--- src/rtl/vga_pkg.sv ---
// Shared 640x480@60 Hz timing constants, screen bounds and colour type for the
// sync generator and the graphics blocks that consume its pixel coordinates.
package vga_pkg;

  localparam int CLK_DIV   = 4;
  localparam int H_DISPLAY = 640;
  localparam int H_FP      = 16;
  localparam int H_SYNC    = 96;
  localparam int H_BP      = 48;
  localparam int V_DISPLAY = 480;
  localparam int V_FP      = 10;
  localparam int V_SYNC    = 2;
  localparam int V_BP      = 33;

  localparam int H_TOTAL = H_DISPLAY + H_FP + H_SYNC + H_BP;
  localparam int V_TOTAL = V_DISPLAY + V_FP + V_SYNC + V_BP;

  localparam int MAX_X = 640;
  localparam int MAX_Y = 480;

  typedef logic [11:0] rgb_t;

endpackage

--- src/rtl/vga_sync_gen_mod_m_tick.sv ---
// Generic divide-by-M counter: counts 0..M-1 and emits a registered one-clk
// tick on the clock after the count reaches M-1.
module mod_m_tick #(
  parameter int M = 4
) (
  input  logic clk,
  input  logic reset,
  output logic o_max,
  output logic o_tick
);

  localparam int            W        = (M > 1) ? $clog2(M) : 1;
  localparam logic [W-1:0]  CNT_LAST = W'(M - 1);

  logic [W-1:0] r_cnt;
  logic         r_tick;
  logic         w_max;

  assign w_max  = (r_cnt == CNT_LAST);
  assign o_max  = w_max;
  assign o_tick = r_tick;

  // NOTE: state registers use non-blocking assignments so every flop samples
  // pre-edge values, independent of statement order.
  always_ff @(posedge clk or posedge reset) begin
    if (reset) begin
      r_cnt  <= '0;
      r_tick <= 1'b0;
    end else begin
      r_tick <= w_max;
      r_cnt  <= w_max ? '0 : r_cnt + W'(1);
    end
  end

endmodule

--- src/rtl/vga_sync_gen.sv ---
// VGA timing generator: pixel divider, h/v counters, line/frame ticks and a
// one-pixel output stage that keeps rgb, hsync and vsync on the same pixel.
module vga_sync_gen #(
  parameter int   CLK_DIV   = vga_pkg::CLK_DIV,
  parameter int   H_DISPLAY = vga_pkg::H_DISPLAY,
  parameter int   H_FP      = vga_pkg::H_FP,
  parameter int   H_SYNC    = vga_pkg::H_SYNC,
  parameter int   H_BP      = vga_pkg::H_BP,
  parameter int   V_DISPLAY = vga_pkg::V_DISPLAY,
  parameter int   V_FP      = vga_pkg::V_FP,
  parameter int   V_SYNC    = vga_pkg::V_SYNC,
  parameter int   V_BP      = vga_pkg::V_BP,
  parameter logic SYNC_ACT  = 1'b0
) (
  input  logic          clk,
  input  logic          reset,
  input  vga_pkg::rgb_t rgb_in,
  output logic          p_tick,
  output logic [9:0]    pix_x,
  output logic [9:0]    pix_y,
  output logic          video_on,
  output logic          line_tick,
  output logic          frame_tick,
  output logic          hsync,
  output logic          vsync,
  output vga_pkg::rgb_t rgb
);

  localparam int H_TOTAL = H_DISPLAY + H_FP + H_SYNC + H_BP;
  localparam int V_TOTAL = V_DISPLAY + V_FP + V_SYNC + V_BP;

  localparam logic [9:0] X_LAST = 10'(H_TOTAL - 1);
  localparam logic [9:0] Y_LAST = 10'(V_TOTAL - 1);
  localparam logic [9:0] X_VIS  = 10'(H_DISPLAY);
  localparam logic [9:0] Y_VIS  = 10'(V_DISPLAY);
  localparam logic [9:0] HS_BEG = 10'(H_DISPLAY + H_FP);
  localparam logic [9:0] HS_END = 10'(H_DISPLAY + H_FP + H_SYNC - 1);
  localparam logic [9:0] VS_BEG = 10'(V_DISPLAY + V_FP);
  localparam logic [9:0] VS_END = 10'(V_DISPLAY + V_FP + V_SYNC - 1);

  logic          w_tick;
  logic          w_div_max;
  logic [9:0]    r_x;
  logic [9:0]    r_y;
  logic          r_line_tick;
  logic          r_frame_tick;
  logic          r_hsync;
  logic          r_vsync;
  vga_pkg::rgb_t r_rgb;
  logic          w_x_end;
  logic          w_y_end;
  logic          w_video_on;
  logic          w_hs_act;
  logic          w_vs_act;

  mod_m_tick #(.M(CLK_DIV)) u_pix_div (
    .clk    (clk),
    .reset  (reset),
    .o_max  (w_div_max),
    .o_tick (w_tick)
  );

  assign w_x_end    = (r_x == X_LAST);
  assign w_y_end    = (r_y == Y_LAST);
  assign w_video_on = (r_x < X_VIS) && (r_y < Y_VIS);

  // NOTE: every output of a combinational block gets a default first, so no
  // path through it can leave a value held and infer a latch.
  always_comb begin
    w_hs_act = 1'b0;
    w_vs_act = 1'b0;
    if ((r_x >= HS_BEG) && (r_x <= HS_END)) w_hs_act = 1'b1;
    if ((r_y >= VS_BEG) && (r_y <= VS_END)) w_vs_act = 1'b1;
  end

  always_ff @(posedge clk or posedge reset) begin
    if (reset) begin
      r_x <= '0;
      r_y <= '0;
    end else if (w_tick) begin
      if (w_x_end) begin
        r_x <= '0;
        r_y <= w_y_end ? '0 : r_y + 10'd1;
      end else begin
        r_x <= r_x + 10'd1;
      end
    end
  end

  // Ticks are registered one clk ahead so they coincide with the wrapping p_tick.
  always_ff @(posedge clk or posedge reset) begin
    if (reset) begin
      r_line_tick  <= 1'b0;
      r_frame_tick <= 1'b0;
    end else begin
      r_line_tick  <= w_div_max && w_x_end;
      r_frame_tick <= w_div_max && w_x_end && w_y_end;
    end
  end

  always_ff @(posedge clk or posedge reset) begin
    if (reset) begin
      r_rgb   <= '0;
      r_hsync <= ~SYNC_ACT;
      r_vsync <= ~SYNC_ACT;
    end else if (w_tick) begin
      r_rgb   <= w_video_on ? rgb_in : 12'h000;
      r_hsync <= w_hs_act ? SYNC_ACT : ~SYNC_ACT;
      r_vsync <= w_vs_act ? SYNC_ACT : ~SYNC_ACT;
    end
  end

  assign p_tick     = w_tick;
  assign pix_x      = r_x;
  assign pix_y      = r_y;
  assign video_on   = w_video_on;
  assign line_tick  = r_line_tick;
  assign frame_tick = r_frame_tick;
  assign hsync      = r_hsync;
  assign vsync      = r_vsync;
  assign rgb        = r_rgb;

endmodule

--- config.mk ---
export PLATFORM = sky130hd
export DESIGN_NAME = vga_sync_gen
export DESIGN_NICKNAME = d
export VERILOG_FILES = /design/src/rtl/vga_pkg.sv /design/src/rtl/vga_sync_gen_mod_m_tick.sv /design/src/rtl/vga_sync_gen.sv
export SDC_FILE = /design/constraint.sdc
export NUM_CORES = 1
export LEC_CHECK = 0
export BUFFER_PORTS_ARGS = -buffer_cell sky130_fd_sc_hd__buf_2
export CORE_MARGIN = 5
export CORE_UTILIZATION = 45
export CTS_BUF_LIST = sky130_fd_sc_hd__clkbuf_4 sky130_fd_sc_hd__clkbuf_8
export DETAILED_ROUTE_END_ITERATION = 10
export GPL_TIMING_DRIVEN = 0
export HOLD_SLACK_MARGIN = 0.15
export PLACE_DENSITY = 0.71
export SLEW_MARGIN = 20
export SYNTH_ARGS = -nofsm -noshare
export SYNTH_HDL_FRONTEND = slang
export SYNTH_HIERARCHICAL = 1
export SYNTH_SLANG_ARGS = --single-unit
--- constraint.sdc ---
create_clock -name clk -period 1.65 [get_ports clk]
set_input_delay 0.0825 -clock clk [delete_from_list [all_inputs] [get_ports clk]]
set_output_delay 0.0825 -clock clk [all_outputs]
set_load 0.02 [all_outputs]
# ---- Word level (Yosys, flattened, before mapping)
# Index checks and enable logic that the tools add are counted.
dict set report word_totals {
  register_bits 39
  latch_bits 0
  ramBits 0
  romBits 0
  inputBits 14
  out_inout_bits 38
  wordCells 35
  mem_count 0
}
dict set report op_classes {
  addsub 3
  n_mul 0
  n_div 0
  order_cmp 6
  eq_ne 3
  shift 0
  mux 8
  n_bitwise 0
  n_reduce_logical 6
}
# operator n
set op_table {}
lappend op_table {{$add 10x1->10 const B} 2}
lappend op_table {{$eq 10x10->1 const B} 2}
lappend op_table {{$mux 10} 2}
lappend op_table {{$mux 12} 1}
lappend op_table {{$ge 10x10->1 const B} 1}
lappend op_table {{$ge 10x9->1 const B} 1}
lappend op_table {{$le 10x10->1 const B} 1}
lappend op_table {{$le 10x9->1 const B} 1}
lappend op_table {{$lt 10x10->1 const B} 1}
lappend op_table {{$lt 10x9->1 const B} 1}
lappend op_table {{$logic_and 1x1->1} 5}
lappend op_table {{$mux 1} 4}
lappend op_table {{$add 2x1->2 const B} 1}
lappend op_table {{$eq 2x2->1 const B} 1}
lappend op_table {{$mux 2} 1}
lappend op_table {{$reduce_and 2->1} 1}

# ---- Longest topological paths before layout
# Gate-level depths: netlist (run 1).
dict set report logic_depth {
  depth_word 4
  mapped_depth 7
}

# ---- Hierarchy
# The synthesis (run 1) kept the hierarchy.
# mod n_inst cells_each area_each_um2 seq_area_each_um2
set by_module_without_submodules {}
lappend by_module_without_submodules {vga_sync_gen 1 175 1735.4 903.4}
lappend by_module_without_submodules {mod_m_tick 1 6 95.1 75.1}

# ---- Least setup slack after synthesis (run 1)
# No wires, ideal clock.
dict set report synth_path {
  kind {register -> register}
  startpoint {register r_x[7], in the netlist pix_x[7]}
  endpoint {register r_y[6], in the netlist pix_y[6]}
  arrival_ns 1.788
  required_time_ns 1.519
  setup_slack_ns -0.268
  path_stages_with_launch 5
  path_buffers 0
  path_cell_list {dfrtp_1 or4b_4 nor4_4 nand4_1 xnor2_1}
}
dict set report synth_via {
  elab_chain_cells 2
}
# item line
set synth_rtl {}
lappend synth_rtl {{from (decl)} vga_sync_gen.sv:43} ;# logic [9:0] r_x;
lappend synth_rtl {{from (signal assigned)} vga_sync_gen.sv:85} ;# r_x <= r_x + 10'd1;
lappend synth_rtl {{$eq 10x10->1} vga_sync_gen.sv:63} ;# assign w_x_end = (r_x == X_LAST);
lappend synth_rtl {{$reduce_and 2->1 (no source line)} --}
lappend synth_rtl {{to (signal assigned)} vga_sync_gen.sv:83} ;# r_y <= w_y_end ? '0 : r_y + 10'd1;
lappend synth_rtl {{to (decl)} vga_sync_gen.sv:44} ;# logic [9:0] r_y;
# No other way between the ends.
# A chain may end at the register's enable or synchronous reset.

# ---- Worst setup path after layout (run 1)
dict set report layout_path {
  startpoint {register r_x[7], in the netlist pix_x[7]}
  endpoint {register r_y[0], in the netlist pix_y[0]}
}
# The elaborated chain is that of the path after synthesis.

==> flow_summary.json, run 1 <==
{
  "final.setup_skew_ns": 0.0116,
  "synth-simple-area-share_pct": 20.8,
  "drive_gt1_share_pct": 43.0,
  "synthesis.nets": 200,
  "die-area_mm2": 0.00544,
  "vias": 1667,
  "reg2reg_setup_slack_ns": -0.12,
  "ys_seq_area_share_pct": 53.5,
  "die_y_um": 73.8,
  "cts_tree": "built",
  "grt_max_degree": 23,
  "drv_slew": 0,
  "ios": 52,
  "async_flop_share_pct": 100,
  "gp_congestion": 0.789,
  "fin_setup_tns_ns": -0.550,
  "maxSlewHeadroom_pct": 65.6,
  "wl_mm": 4.72,
  "final_util_pct": 67.2,
  "synth_top_family_by_area": "simple AND/OR/NAND/NOR gates",
  "h-tree-depth": 2,
  "status": "finished with violations",
  "max_freq_ghz": 0.566,
  "final_common_cell": "buf_2",
  "synth_xor_area_share_pct": 5.26,
  "ctsRootBufferMaster": "clkbuf_8",
  "finalCriticalPeriod_ns": 1.77,
  "synth_cells": 181,
  "ys_warn_count": 6,
  "timing.rr.end": "pix_y[0]",
  "grt_pass1_vias": 1586,
  "fillers": 317,
  "worst_slew_pin_slew_ns": 0.516,
  "fp.coreArea_mm2": 0.00397,
  "synthAdderAreaFrac_pct": 3.42,
  "layout_common_cells": "buf_2, dfrtp_1, nand2_1",
  "clkLatencyLatePin_ns": 0.29,
  "seq_area_um2": 990,
  "setup_slack_ns": -0.117,
  "dp_cells": 283,
  "rr_worst_depth": 5,
  "synth.area.mux_share_pct": 0.547,
  "cts_buffer_depth": 2,
  "drt_iter0_drc": 173,
  "end_kind": "flop",
  "hold_viol_final": 0,
  "clock_sinks": 39,
  "portBuffers": 51,
  "power_mw": 1.92,
  "fin_cells": 320,
  "rsz0062_at_grt": "yes",
  "netlist_area_mm2": 0.00183,
  "crit_type": "reg -> reg",
  "cp_max_fo": 4,
  "grt_overflow": 0,
  "multiInputGateArea_um2": 820,
  "fin_area_mm2": 0.00267,
  "finalNetCount": 288,
  "p_per_area_mw_per_mm2": 719,
  "crit_arrival_ns": 1.94,
  "timing.final.crit_share_pct": 107,
  "cts_made_buffers": 5,
  "avgRoutedWirePerCell_um": 14.7,
  "syn-mean-instance-area_um2": 10.1,
  "synthTopCellsByArea": "dfrtp_1, nand2_1, xnor2_1, inv_1, o22ai_1",
  "grt_use_total_pct": 18.0,
  "clkTransAtPathRegs_ns": 0.08,
  "die_w_um": 73.8,
  "synth_edf_count": 0,
  "diodes": 0,
  "antenna_left": 0,
  "start_util_pct": 46.1,
  "antenna_found_initial": 0,
  "reg2reg_from": "pix_x[7]",
  "yosysUniqueCellTypes": 36,
  "startpoint_type": "flop",
  "peakVddDrop_v": 0.000415,
  "ys_ff_latch": 39,
  "yosys.area.top_type": "dfrtp_1",
  "drtPass1Iterations": 5,
  "maxCapViolations": 0,
  "holdCritPathClass": "in -> async",
  "synth_compound_area_share_pct": 9.84,
  "place_area_mm2": 0.00219,
  "violations": "setup timing",
  "vias_per_cell": 5.21,
  "leakagePower_nw": 1.31,
  "rows": 23,
  "post-route-drc-count": 0,
  "setup_violations": 10,
  "synth_top_area_share_pct": 50.6,
  "area_growth_pct": 45.8,
  "ys.flop_type": "dfrtp_1",
  "grt_pass1_wl_mm": 7.51,
  "dpl.hpwl_mm": 2.88,
  "required_ns": 1.82
}
[cell usage after synthesis (all sizes together) (2+ instances only)]
master / n
a21oi: 3
inv: 20
buf: 3
clkbuf: 5
xnor2: 9
or3: 2
and3: 2
and4: 3
nand2: 22
nor4b: 3
nor3: 3
o21ai: 6
nand4: 8
o22ai: 12
ha: 5
dfstp: 2
xor2: 2
dfrtp: 37
nand3: 9
and2: 2
nor2: 10
a31oi: 2
[worst max-delay path, stage by stage (launching register included)]
cell	delay (ns)
dfrtp_2	0.43
or4b_4	0.57
or3_4	0.39
buf_4	0.15
nand2_2	0.05
o21ai_1	0.05
[where the power goes]
group,internal [mW],switching [mW]
Sequential,0.970,0.00698
Clock,0.489,0.333
Combinational,0.0560,0.0628
[timing repair]
item                       4_1_cts  5_1_grt
pin swaps                       14        8
setup buffers                   13        4
cloned                           0        0
hold endpoints to repair        50        0
resized for setup               10       20
hold buffers                    13        0
setup endpoints to repair       17       16
[worst max path at each step]
stage / start / to / slack (ns) / depth (start not counted)
after floorplan: pix_x[7] / pix_y[3] / -0.20 / 4
after global placement: pix_x[0] / pix_y[6] / -0.26 / 5
after CTS: pix_x[6] / pix_y[6] / -0.14 / 5
after detailed placement: pix_x[0] / pix_y[6] / -0.27 / 5
final: pix_x[7] / pix_y[0] / -0.12 / 5
after global routing: pix_x[7] / pix_y[3] / -0.16 / 4
[state kept, by name, summed over array words and instances (netlist names)]
signal            flops
rgb                  12
pix_x                10
pix_y                10
u_pix_div/r_cnt       2
frame_tick            1
hsync                 1
line_tick             1
u_pix_div/o_tick      1
vsync                 1
[metrics by stage]
step,hold slack (ns),setup WS (ns)
3_3_place_gp,-0.0425,-0.257
3_5_place_dp,-0.0334,-0.266
5_1_grt,0.237,-0.159
6_report,0.232,-0.117
4_1_cts,0.212,-0.142
2_1_floorplan,-0.164,-0.198
[metal layers]
metal	routed length (µm)	global-route usage (%)	share of wire, %
met5	0	0	0
met4	127	6.24	2.7
met3	312	3.69	6.6
met2	2220	28.9	47
met1	2060	24.0	44
[cell families after synthesis]
| kind of cell | count (synthesis) |
|---|---|
| AND/OR/NAND/NOR | 68 |
| flip-flops | 39 |
| AO/OA/AOI/OAI | 29 |
| multiplexers | 1 |
| XOR/XNOR | 11 |
| adder cells (fa/ha/maj) | 5 |
| buffers and inverters | 28 |
[cell type report]
cell class                      instances  area share (%)
Timing Repair Buffer                   82            20.5
Sequential cell                        39            37.1
Multi-Input combinational cell        114            30.7
Inverter                               20            2.91
Buffer                                  7            2.02
Clock inverter                          2            1.31
Tap cell                               50            2.34
Clock buffer                            6            3.09
Note: power is estimated with default switching activity, not from simulation.
==> run 2: changes to the inputs <==
- CORE_MARGIN: 5 -> default
- PLACE_DENSITY: 0.71 -> 0.69
- clock period: 1.65 -> 1.8 ns (I/O delays scaled with it)
==> flow_summary.json, run 2 (synthesis results as in run 1) <==
{
  "cts_tree": "built",
  "drt_iter0_drc": 72,
  "grt_pass1_vias": 1530,
  "timing.rr.end": "pix_y[3]",
  "power_mw": 1.56,
  "antenna_left": 0,
  "grt_use_total_pct": 22.4,
  "cts_buffer_depth": 2,
  "final_common_cell": "buf_2",
  "portBuffers": 51,
  "seqPwrFrac_pct": 57.5,
  "drtPass1Iterations": 4,
  "final.setup_skew_ns": 0.00446,
  "status": "finished with violations",
  "multiInputGateArea_um2": 747,
  "layout_common_cells": "buf_2, dfrtp_1, nand2_1",
  "required_ns": 1.97,
  "maxSlewHeadroom_pct": 51.8,
  "clockPowerShare_pct": 36.2,
  "vias_per_cell": 5.09,
  "ctsRootBufferMaster": "clkbuf_8",
  "start_util_pct": 48.5,
  "startpoint_type": "flop",
  "swShare_pct": 23.1,
  "drv_slew": 0,
  "grt_max_degree": 37,
  "hold_viol_final": 0,
  "ios": 52,
  "reg2reg_from": "pix_x[6]",
  "rsz0062_at_grt": "yes",
  "peakVddDrop_v": 0.000336,
  "seq_area_um2": 987,
  "gp_congestion": 0.812,
  "post-route-drc-count": 0,
  "worst_slew_pin_slew_ns": 0.722,
  "die_w_um": 65.8,
  "h-tree-depth": 2,
  "crit_type": "reg -> reg",
  "fp.coreArea_mm2": 0.00377,
  "end_kind": "flop",
  "reg2reg_setup_slack_ns": -0.009,
  "max_freq_ghz": 0.553,
  "avgRoutedWirePerCell_um": 13.7,
  "setup_violations": 1,
  "largest_register_ffs": 12,
  "leakagePower_nw": 1.21,
  "clock_sinks": 39,
  "finalNetCount": 279,
  "fin_area_mm2": 0.00245,
  "timing.final.crit_share_pct": 101,
  "die-area_mm2": 0.00433,
  "setup_slack_ns": -0.00937,
  "grt_pass1_wl_mm": 7.09,
  "die_y_um": 65.8,
  "fillers": 310,
  "wl_mm": 4.24,
  "cts_made_buffers": 5,
  "p_per_area_mw_per_mm2": 636,
  "finalCriticalPeriod_ns": 1.81,
  "rows": 22,
  "place_area_mm2": 0.00216,
  "p_int_mw": 1.20,
  "rr_worst_depth": 4,
  "vias": 1572,
  "maxCapViolations": 0,
  "area_growth_pct": 34.0,
  "dpl.hpwl_mm": 2.79,
  "clkTransAtPathRegs_ns": 0.07,
  "switchingPower_uw": 360,
  "clkLatencyLatePin_ns": 0.29,
  "violations": "setup timing",
  "diodes": 0,
  "grt_overflow": 0,
  "holdCritPathClass": "in -> async",
  "crit_arrival_ns": 1.98,
  "antenna_found_initial": 0,
  "fin_setup_tns_ns": -0.00937,
  "pwr-share-comb_pct": 6.3,
  "drive_gt1_share_pct": 34.9,
  "cp_max_fo": 4
}
-- run 2: what timing repair did --
item,CTS,global route
endpoints found under the setup margin,9,7
pin swaps,5,4
gates resized for setup,3,3
hold endpoints to repair,49,0
hold buffers,13,0
buffers inserted,9,1
cloned,0,0
-- run 2: worst max-delay path by stage --
| stage | endpoint | slack (ns) | startpoint | cells after the start |
|---|---|---|---|---|
| floorplan | pix_y[3] | -0.05 | pix_x[7] | 4 |
| global route | video_on | -0.04 | pix_x[8] | 4 |
| CTS | pix_y[3] | 0.02 | pix_x[7] | 4 |
| finish | pix_y[3] | -0.009 | pix_x[6] | 4 |
| detailed placement | pix_y[8] | -0.1 | pix_x[0] | 5 |
| global placement | pix_y[3] | -0.09 | pix_x[7] | 4 |
-- run 2: metrics by stage --
step / cells / hold slack [ns] / worst slack, ns / utilization, %
after floorplan: 181 / -0.156 / -0.0482 / -
after global placement: 280 / -0.0323 / -0.0851 / 57.2
after detailed placement: 280 / -0.0273 / -0.0975 / 57.2
after CTS: 308 / 0.206 / 0.0172 / 64.6
after global routing: 309 / 0.231 / -0.0404 / 65.0
final: 309 / 0.214 / -0.00937 / 65.0
-- run 2: power groups by stage --
stage                     Sequential (mW)  Combinational [mW]  Clock (mW)
after floorplan                     0.931              0.0253           0
after global placement              0.913              0.0781           0
after detailed placement            0.914              0.0786           0
after CTS                           0.896               0.100       0.581
after global routing                0.898               0.110       0.619
final                               0.896              0.0990       0.564
-- run 2: critical path: stages, from the launching register on --
cell and delay, ns:
dfrtp_2 0.40, or4b_4 0.59, or3_4 0.38, a22oi_1 0.21, o31ai_1 0.10
-- run 2: layer usage --
metal | vias up | wire (µm) | global-route usage, %
met3 | 5 | 165 | 3.79
met5 | - | 0 | 0
met1 | 747 | 2000 | 28.8
met4 | 0 | 65 | 8.97
li1 | 779 | - | -
met2 | 41 | 2020 | 37.4
-- run 2: final cells by class --
cell class | instances | area share [%]
Tap cell | 48 | 2.45
Clock inverter | 3 | 0.612
Inverter | 20 | 3.06
Multi-Input combinational cell | 114 | 30.5
Timing Repair Buffer | 74 | 18.8
Buffer | 6 | 1.58
Sequential cell | 39 | 40.3
Clock buffer | 5 | 2.81
==> run 3: changes to the inputs <==
--- a/config.mk
+++ b/config.mk
@@ -13,4 +13,5 @@
 export HOLD_SLACK_MARGIN = 0.15
 export PLACE_DENSITY = 0.69
+export SETUP_SLACK_MARGIN = 0.05
 export SLEW_MARGIN = 20
 export SYNTH_ARGS = -nofsm -noshare
==> constraint.sdc (replaced) <==
create_clock -name clk -period 1.8 [get_ports clk]
set_input_delay 0.09 -clock clk [delete_from_list [all_inputs] [get_ports clk]]
set_output_delay 0.09 -clock clk [all_outputs]
set_load 0.05 [all_outputs]
==> flow_summary.json, run 3 (synthesis results as in run 1) <==
{
  "place_area_mm2": 0.00218,
  "fp.coreArea_mm2": 0.00377,
  "rows": 22,
  "vias": 1625,
  "finalCriticalPeriod_ns": 1.73,
  "cts_tree": "built",
  "clock_sinks": 39,
  "cp_max_fo": 4,
  "largest_register_ffs": 12,
  "drive_gt1_share_pct": 39.5,
  "antenna_found_initial": 0,
  "antenna_left": 0,
  "clkLatencyLatePin_ns": 0.29,
  "final.setup_skew_ns": 0.00567,
  "portBuffers": 51,
  "fin_cells": 314,
  "critPathSlowestCell": "or4b_4",
  "maxSlewHeadroom_pct": 51.5,
  "final_common_cell": "buf_2",
  "post-route-drc-count": 0,
  "grt_use_total_pct": 22.1,
  "drt_iter0_drc": 46,
  "cts_made_buffers": 5,
  "grt_pass1_vias": 1491,
  "drv_slew": 0,
  "die-area_mm2": 0.00433,
  "startpoint_type": "flop",
  "gp_congestion": 0.807,
  "die_y_um": 65.8,
  "max_freq_ghz": 0.579,
  "finalNetCount": 284,
  "critical-path-top-delay-family": "simple AND/OR/NAND/NOR gates",
  "grt_pass1_wl_mm": 7.05,
  "clkTransAtPathRegs_ns": 0.08,
  "worst-path-buf-inv": 0,
  "vias_per_cell": 5.18,
  "crit_arrival_ns": 1.90,
  "h-tree-depth": 2,
  "required_ns": 1.97,
  "slowest_delay_ns": 0.57,
  "wl_mm": 4.32,
  "area_growth_pct": 40.1,
  "cts_buffer_depth": 2,
  "status": "completed",
  "power_mw": 1.77,
  "die_w_um": 65.8,
  "diodes": 0,
  "hold_viol_final": 0,
  "fin_setup_tns_ns": 0,
  "crit_type": "reg -> reg",
  "worst_slew_pin_slew_ns": 0.726,
  "maxCapViolations": 0,
  "grt_max_degree": 37,
  "drtPass1Iterations": 4,
  "final_util_pct": 68.0,
  "path_cells": "or4b_4 -> or3_4 -> a22oi_2 -> o31ai_2",
  "avgRoutedWirePerCell_um": 13.8,
  "dpl.hpwl_mm": 2.71,
  "ctsRootBufferMaster": "clkbuf_8",
  "leakagePower_nw": 1.24,
  "ios": 52,
  "peakVddDrop_v": 0.000412,
  "end_kind": "flop",
  "layout_common_cells": "buf_2, dfrtp_1, nand2_1",
  "timing.final.crit_share_pct": 95.9,
  "holdCritPathClass": "in -> async",
  "p_per_area_mw_per_mm2": 691,
  "grt_overflow": 0,
  "dp_cells": 280,
  "fin_area_mm2": 0.00256,
  "start_util_pct": 48.5,
  "rsz0062_at_grt": "yes",
  "setup_violations": 0
}
run 3: cell types whose count changed in the layout (fill, tap and decap cells not counted), moves of 3 or more:
cell	previous run	this run
dfrtp_2	7	14
o21ai_1	0	3
dfrtp_1	30	23
o21ai_0	6	3
buf_6	2	6
run 3: final timing paths:
kind,start,end,slack (ns),cells after the start
setup / recovery,pix_x[5],pix_y[3],0.07,4
hold / removal,reset,u_pix_div/r_cnt[1],0.24,3
setup reg to reg,pix_x[5],pix_y[3],0.07,4
hold reg to reg,u_pix_div/r_cnt[0],u_pix_div/r_cnt[0],0.43,1
max in group asynchronous,reset,pix_x[5],0.79,3
min in group clk,u_pix_div/r_cnt[0],u_pix_div/r_cnt[0],0.43,1
run 3: worst min-delay path, stage by stage:
cell and delay, ns:
dlygate4sd3_1 0.53, buf_2 0.14, inv_1 0.12
run 3: area by class of cell:
class | instances | area (µm²)
fill | 293 | 1210
sequential | 39 | 996
multi-input combinational | 114 | 762
timing repair buffer | 77 | 493
clock buffer | 6 | 82.6
inverter | 20 | 75.1
buffer | 8 | 61.3
tap | 48 | 60.1
clock inverter | 2 | 35.0
run 3: what timing repair did:
item / 4_1_cts / 5_1_grt
resized for setup: 3 / 13
pin swaps: 7 / 5
setup endpoints to repair: 9 / 15
hold endpoints to repair: 49 / 0
hold buffers: 13 / 0
setup buffers: 8 / 5
run 3: stage by stage:
step / worst slack [ns] / hold slack, ns
global route: 0.0199 / 0.250
global placement: -0.0686 / -0.0354
floorplan: -0.144 / -0.156
CTS: 0.0178 / 0.235
detailed placement: -0.0732 / -0.0165
finish: 0.0735 / 0.243
run 3: power breakdown:
part | leakage (nW) | internal [mW] | switching [mW]
registers | 0.475 | 0.889 | 0.00632
clock network | 0.0612 | 0.448 | 0.296
logic | 0.704 | 0.0454 | 0.0877
total | 1.24 | 1.38 | 0.390
run 3: per-layer routing:
| metal | wire length [µm] | track usage (%) |
|---|---|---|
| met1 | 2060 | 28.3 |
| met4 | 63 | 8.42 |
| met2 | 1970 | 35.3 |
| met3 | 230 | 6.03 |
| met5 | 0 | 0 |
